File: config.mk
export PLATFORM = sky130hd
export DESIGN_NAME = k_dsp_execute
export DESIGN_NICKNAME = d
export VERILOG_FILES = /design/src/rtl/k_dsp_execute.sv
export SDC_FILE = /design/constraint.sdc
export NUM_CORES = 2
export LEC_CHECK = 0
export ABC_AREA = 1
export CORE_AREA = 2 2 297 417
export CTS_BUF_LIST = sky130_fd_sc_hd__clkbuf_4 sky130_fd_sc_hd__clkbuf_8 sky130_fd_sc_hd__clkbuf_16
export DETAILED_ROUTE_END_ITERATION = 10
export DIE_AREA = 0 0 299 419
export MAX_ROUTING_LAYER = met4
export PLACE_DENSITY = 0.63
export SYNTH_ARGS = -nofsm -noshare
export SYNTH_HDL_FRONTEND = slang
export SYNTH_SLANG_ARGS = --single-unit
File: constraint.sdc
create_clock -name clk -period 21.5 [get_ports clk]
set_clock_uncertainty 0.2 [all_clocks]
set_input_delay 4.3 -clock clk [delete_from_list [all_inputs] [get_ports clk]]
set_output_delay 4.3 -clock clk [all_outputs]
set_load 0.02 [all_outputs]
File: src/rtl/k_dsp_execute.sv
// k_dsp_execute: two-stage execute pipeline (S1 operand/product, S2 result)
// with ALU, signed multiply and saturating multiply-accumulate.
//
// Handshake: a transfer happens on a rising edge where valid && ready on
// that side. Both stages advance together when adv = !out_valid || out_ready,
// and in_ready is adv itself, so a stalled result also freezes S1. Nothing
// that is valid is ever dropped or duplicated by a stall.
module k_dsp_execute #(
  parameter int ACC_W = 48
) (
  input  logic        clk,
  input  logic        rst,
  input  logic        in_valid,
  output logic        in_ready,
  input  logic [2:0]  opcode,
  input  logic [31:0] rs1,
  input  logic [31:0] rs2,
  output logic        out_valid,
  input  logic        out_ready,
  output logic [31:0] result,
  output logic        acc_sat
);

  typedef enum logic [2:0] {
    OP_ADD     = 3'd0,
    OP_SUB     = 3'd1,
    OP_MUL     = 3'd2,
    OP_MAC     = 3'd3,
    OP_ACC_CLR = 3'd4,
    OP_ACC_RD  = 3'd5
  } op_e;

  // Sum width: wide enough to hold any accumulator plus any 64-bit product
  // without wrapping, so the clamp decision is always exact.
  localparam int SW = 66;

  localparam logic signed [SW-1:0] ACC_MAX = {{(SW-ACC_W+1){1'b0}}, {(ACC_W-1){1'b1}}};
  localparam logic signed [SW-1:0] ACC_MIN = {{(SW-ACC_W+1){1'b1}}, {(ACC_W-1){1'b0}}};

  // Clamp a signed accumulator value into the signed 32-bit range.
  function automatic logic [31:0] sat32(input logic [ACC_W-1:0] x);
    logic [ACC_W-32:0] hi;
    hi = x[ACC_W-1:31];
    if (hi == '0 || hi == '1) return x[31:0];
    else if (x[ACC_W-1])      return 32'h8000_0000;
    else                      return 32'h7FFF_FFFF;
  endfunction

  logic adv;

  // S1 registers
  logic        s1_valid_q;
  logic [2:0]  s1_op_q;
  logic [31:0] s1_a_q, s1_b_q;
  logic [63:0] s1_prod_q;
  logic [63:0] prod_d;

  // S2 / architectural state
  logic             out_valid_q;
  logic [31:0]      result_q, res_d;
  logic [ACC_W-1:0] acc_q, acc_d;
  logic             sat_q, sat_d;

  logic signed [SW-1:0] acc_ext, prod_ext, mac_sum;

  assign adv      = !out_valid_q || out_ready;
  assign in_ready = adv;

  assign out_valid = out_valid_q;
  assign result    = result_q;
  assign acc_sat   = sat_q;

  // Full 64-bit signed product from sign-extended operands.
  assign prod_d = {{32{rs1[31]}}, rs1} * {{32{rs2[31]}}, rs2};

  assign acc_ext  = {{(SW-ACC_W){acc_q[ACC_W-1]}}, acc_q};
  assign prod_ext = {{(SW-64){s1_prod_q[63]}}, s1_prod_q};
  assign mac_sum  = acc_ext + prod_ext;

  // S1: capture operands, opcode and product whenever the pipe advances.
  always_ff @(posedge clk) begin
    if (rst) begin
      s1_valid_q <= 1'b0;
      s1_op_q    <= '0;
      s1_a_q     <= '0;
      s1_b_q     <= '0;
      s1_prod_q  <= '0;
    end else if (adv) begin
      s1_valid_q <= in_valid;
      s1_op_q    <= opcode;
      s1_a_q     <= rs1;
      s1_b_q     <= rs2;
      s1_prod_q  <= prod_d;
    end
  end

  // S2 next state: result and accumulator update for the op leaving S1.
  always_comb begin
    res_d = result_q;
    acc_d = acc_q;
    sat_d = sat_q;
    if (s1_valid_q) begin
      case (s1_op_q)
        OP_ADD: res_d = s1_a_q + s1_b_q;
        OP_SUB: res_d = s1_a_q - s1_b_q;
        OP_MUL: res_d = s1_prod_q[31:0];
        OP_MAC: begin
          if (mac_sum > ACC_MAX) begin
            acc_d = ACC_MAX[ACC_W-1:0];
            sat_d = 1'b1;
          end else if (mac_sum < ACC_MIN) begin
            acc_d = ACC_MIN[ACC_W-1:0];
            sat_d = 1'b1;
          end else begin
            acc_d = mac_sum[ACC_W-1:0];
          end
          res_d = sat32(acc_d);
        end
        OP_ACC_CLR: begin
          res_d = sat32(acc_q);
          acc_d = '0;
          sat_d = 1'b0;
        end
        OP_ACC_RD: res_d = sat32(acc_q);
        default:   res_d = '0;
      endcase
    end
  end

  // S2 register: only moves on adv, so a stalled S1 op commits exactly once.
  always_ff @(posedge clk) begin
    if (rst) begin
      out_valid_q <= 1'b0;
      result_q    <= '0;
      acc_q       <= '0;
      sat_q       <= 1'b0;
    end else if (adv) begin
      out_valid_q <= s1_valid_q;
      result_q    <= res_d;
      acc_q       <= acc_d;
      sat_q       <= sat_d;
    end
  end

endmodule
==> impl_results.md <==
* WS Path Type: in2reg
* Root Driver: clkbuf_16
* Final Hold Vio Count at 0
* Die height at 419 µm
* Global-route wire length before repair at 277400 µm
* Post-Syn Nets at 8948
* Least-Margin Pin Slew at 1097 ps
* Synthesized flop and latch total at 214
* Count of unique library cells instantiated by Yosys at 56
* Worst r2r path cells at 24
* IO Port Bufs at 105
* Clock slew at reported path FFs at 60 ps
* Worst Path Required at 21740 ps
* GPL Wtd Cong at 0.9730
* Worst r2r dst: result[30]$_SDFFE_PP0P_
* Most common cell after layout, fill and taps aside: inv_1
* RSZ-0062 raised after global routing: false
* # Post-CTS Setup Buffers at 0
* Die Width at 299 µm
* Post-CTS sizing at 0
* Syn Inst Count at 7513
* Core area at 121700 µm²
* CTS tree: built
* Post-synth EDFFs at 0
* DRT iter0 DRCs at 3548
* DRT Pass-1 Iters at 6
* Max Freq at 0.07748 GHz
* Most frequent CP cell: fa_1
* Post-layout min period at 12910 ps
* Inserted Clock Buffers at 25
* Drt wl/cell at 19.73 µm
* Die ar. at 125300 µm²
* Avg Cell Area, Syn at 7.243 µm²
* Initial antenna violation count at 11
* CTS Sinks at 214
* Most frequent cells in the layout: inv_1, nand2_1, fa_1
* CP Launch Type: primary input
* Setup TNS at 0 ps
* Buffers and inverters on the worst path at 6
* Status: completed
* Min-Delay Path Class: reg2reg
* Top FF cell, synth: dfxtp_1
* Critical path's slowest cell: o21ai_0
* Largest net degree at the start of global routing at 89
* I/O pins at 106
* H-tree levels at 1
* Max Cap Viol at 0
* Initial Util at 0.4471
* Dpl hpwl at 139600 µm
* Top delay family on crit path: adder cells
* Seq/Total Area, Yosys at 0.07873
* Setup-failing EPs final at 0
* Rows at 152
* Min-delay src: acc_sat$_SDFFE_PP0P_
* ANT nets after route at 0
* Slowest cell delay on critical path at 650 ps
* WP data arrival at 13150 ps
* Tot GR Track Use at 0.2965
* Vias in the first global route at 48510
* Worst setup EP type: register
* # DRC at 0
* Rel. slew slack at 0.2685
* Clock Tree Buf Depth at 3
* Via count at 46300
* Count of nets after finishing at 8815
* Yosys warning count at 0
* Pins over their slew limit at 0
* Maximum fanout along the worst path at 33
* Detailed Route WL at 177900 µm
* Layout cells sized above 1 at 0.03258
* Hold depth at 2
* Ys async rst share at 0
* GRT Residual Overflow at 0
* Vias per cell at 5.134
* Post-Syn Area at 54410 µm²
* Hold Path End: acc_sat$_SDFFE_PP0P_
* Period utilization at 0.6003
* Area Overhead vs Synth at 5.928%
* Worst-skew pair later-pin latency at 560 ps
* Worst r2r src: acc_q[47]$_SDFFE_PP0P_
* Cts hold-fix bufs at 0
* R2R Setup Slk at 15500 ps
sequential cells by signal, indices dropped and copies added (netlist names):
| register | count |
|---|---|
| acc_q | 48 |
| acc_sat | 1 |
| out_valid | 1 |
| result | 32 |
| s1_a_q | 32 |
| s1_b_q | 32 |
| s1_op_q | 3 |
| s1_prod_q | 64 |
| s1_valid_q | 1 |
cells by family (layout without fill, tap and decap cells):
group	count (synthesis)	after routing	synth area share
simple gates	2670	2670	0.1942
buf+inv	2413	2298	0.1673
fa+ha+maj	1364	1364	0.4632
compound gates	719	719	0.07485
flops	214	214	0.07873
xor+xnor	133	133	0.02175
other cells	0	3	0
routing by layer:
metal	GRT usage	wire length (µm)	vias up
met4	0.1426	10680	0
li1	-	-	21340
met2	0.5317	92720	1623
met5	-	0	-
met1	0.3317	65270	22830
met3	0.02575	9267	511
how the worst max path moves through the flow:
stage               slack (ps)                         end  cells after the start  startpoint
floorplan                 9830  s1_prod_q[60]$_SDFFE_PP0N_                     31      rs2[7]
global placement          8180  s1_prod_q[60]$_SDFFE_PP0N_                     35      rs2[7]
detailed placement        8200  s1_prod_q[62]$_SDFFE_PP0N_                     30      rs2[7]
CTS                       8750  s1_prod_q[62]$_SDFFE_PP0N_                     30      rs2[7]
global route              8240  s1_prod_q[60]$_SDFFE_PP0N_                     35      rs2[7]
finish                    8590  s1_prod_q[51]$_SDFFE_PP0N_                     29      rs1[8]
synth_stat cells, types with 10 or more instances:
master / n / area [µm²]
a21oi_1: 302 / 1511
a21oi_2: 19 / 166.4
a31oi_1: 25 / 156.4
buf_2: 13 / 65.06
clkbuf_1: 320 / 1201
dfxtp_1: 214 / 4284
fa_1: 1084 / 21700
ha_1: 280 / 3503
inv_1: 2053 / 7706
inv_2: 12 / 45.04
nand2_1: 2013 / 7556
nand2_2: 10 / 62.56
nand3_1: 134 / 670.6
nand4_1: 20 / 125.1
nor2_1: 383 / 1438
nor2_2: 16 / 100.1
nor3_1: 31 / 155.2
nor4_1: 12 / 75.07
o211ai_1: 25 / 187.7
o21a_1: 17 / 127.6
o21ai_0: 239 / 1196
o21bai_1: 39 / 292.8
or2_2: 24 / 150.1
xnor2_1: 68 / 595.6
xor2_1: 64 / 560.5
tightest hold or removal path, delay by kind of cell, from the launching register on:
kind / cells / cell delay (ps)
AOI/OAI and AO/OA: 1 / 50
DFF: 1 / 310
and+or+nand+nor: 1 / 60
layout make-up:
type	instances	area, µm²
Inverter	2067	7762
Clock buffer	38	760.7
Timing Repair Buffer	186	1642
Tap cell	1617	2023
Multi-Input combinational cell	4886	41060
Sequential cell	214	4284
Clock inverter	7	102.6
Fill cell	12380	64080
Antenna cell	3	7.507
through the flow:
stage          hold slack [ps]  area [µm²]  utilization  std cells  setup slack, ps
2_1_floorplan            235.3       54410            -       7513             9831
3_3_place_gp             253.5       56770       0.4664       8970             8184
3_5_place_dp             256.5       56770       0.4664       8970             8202
4_1_cts                  265.7       57630       0.4735       9015             8746
5_1_grt                  288.6       57640       0.4736       9018             8238
6_report                 266.4       57640       0.4736       9018             8593
Power is left out: the tool's default activity adds up to more than one toggle a clock period on the data nets, which glitch-free logic cannot reach.
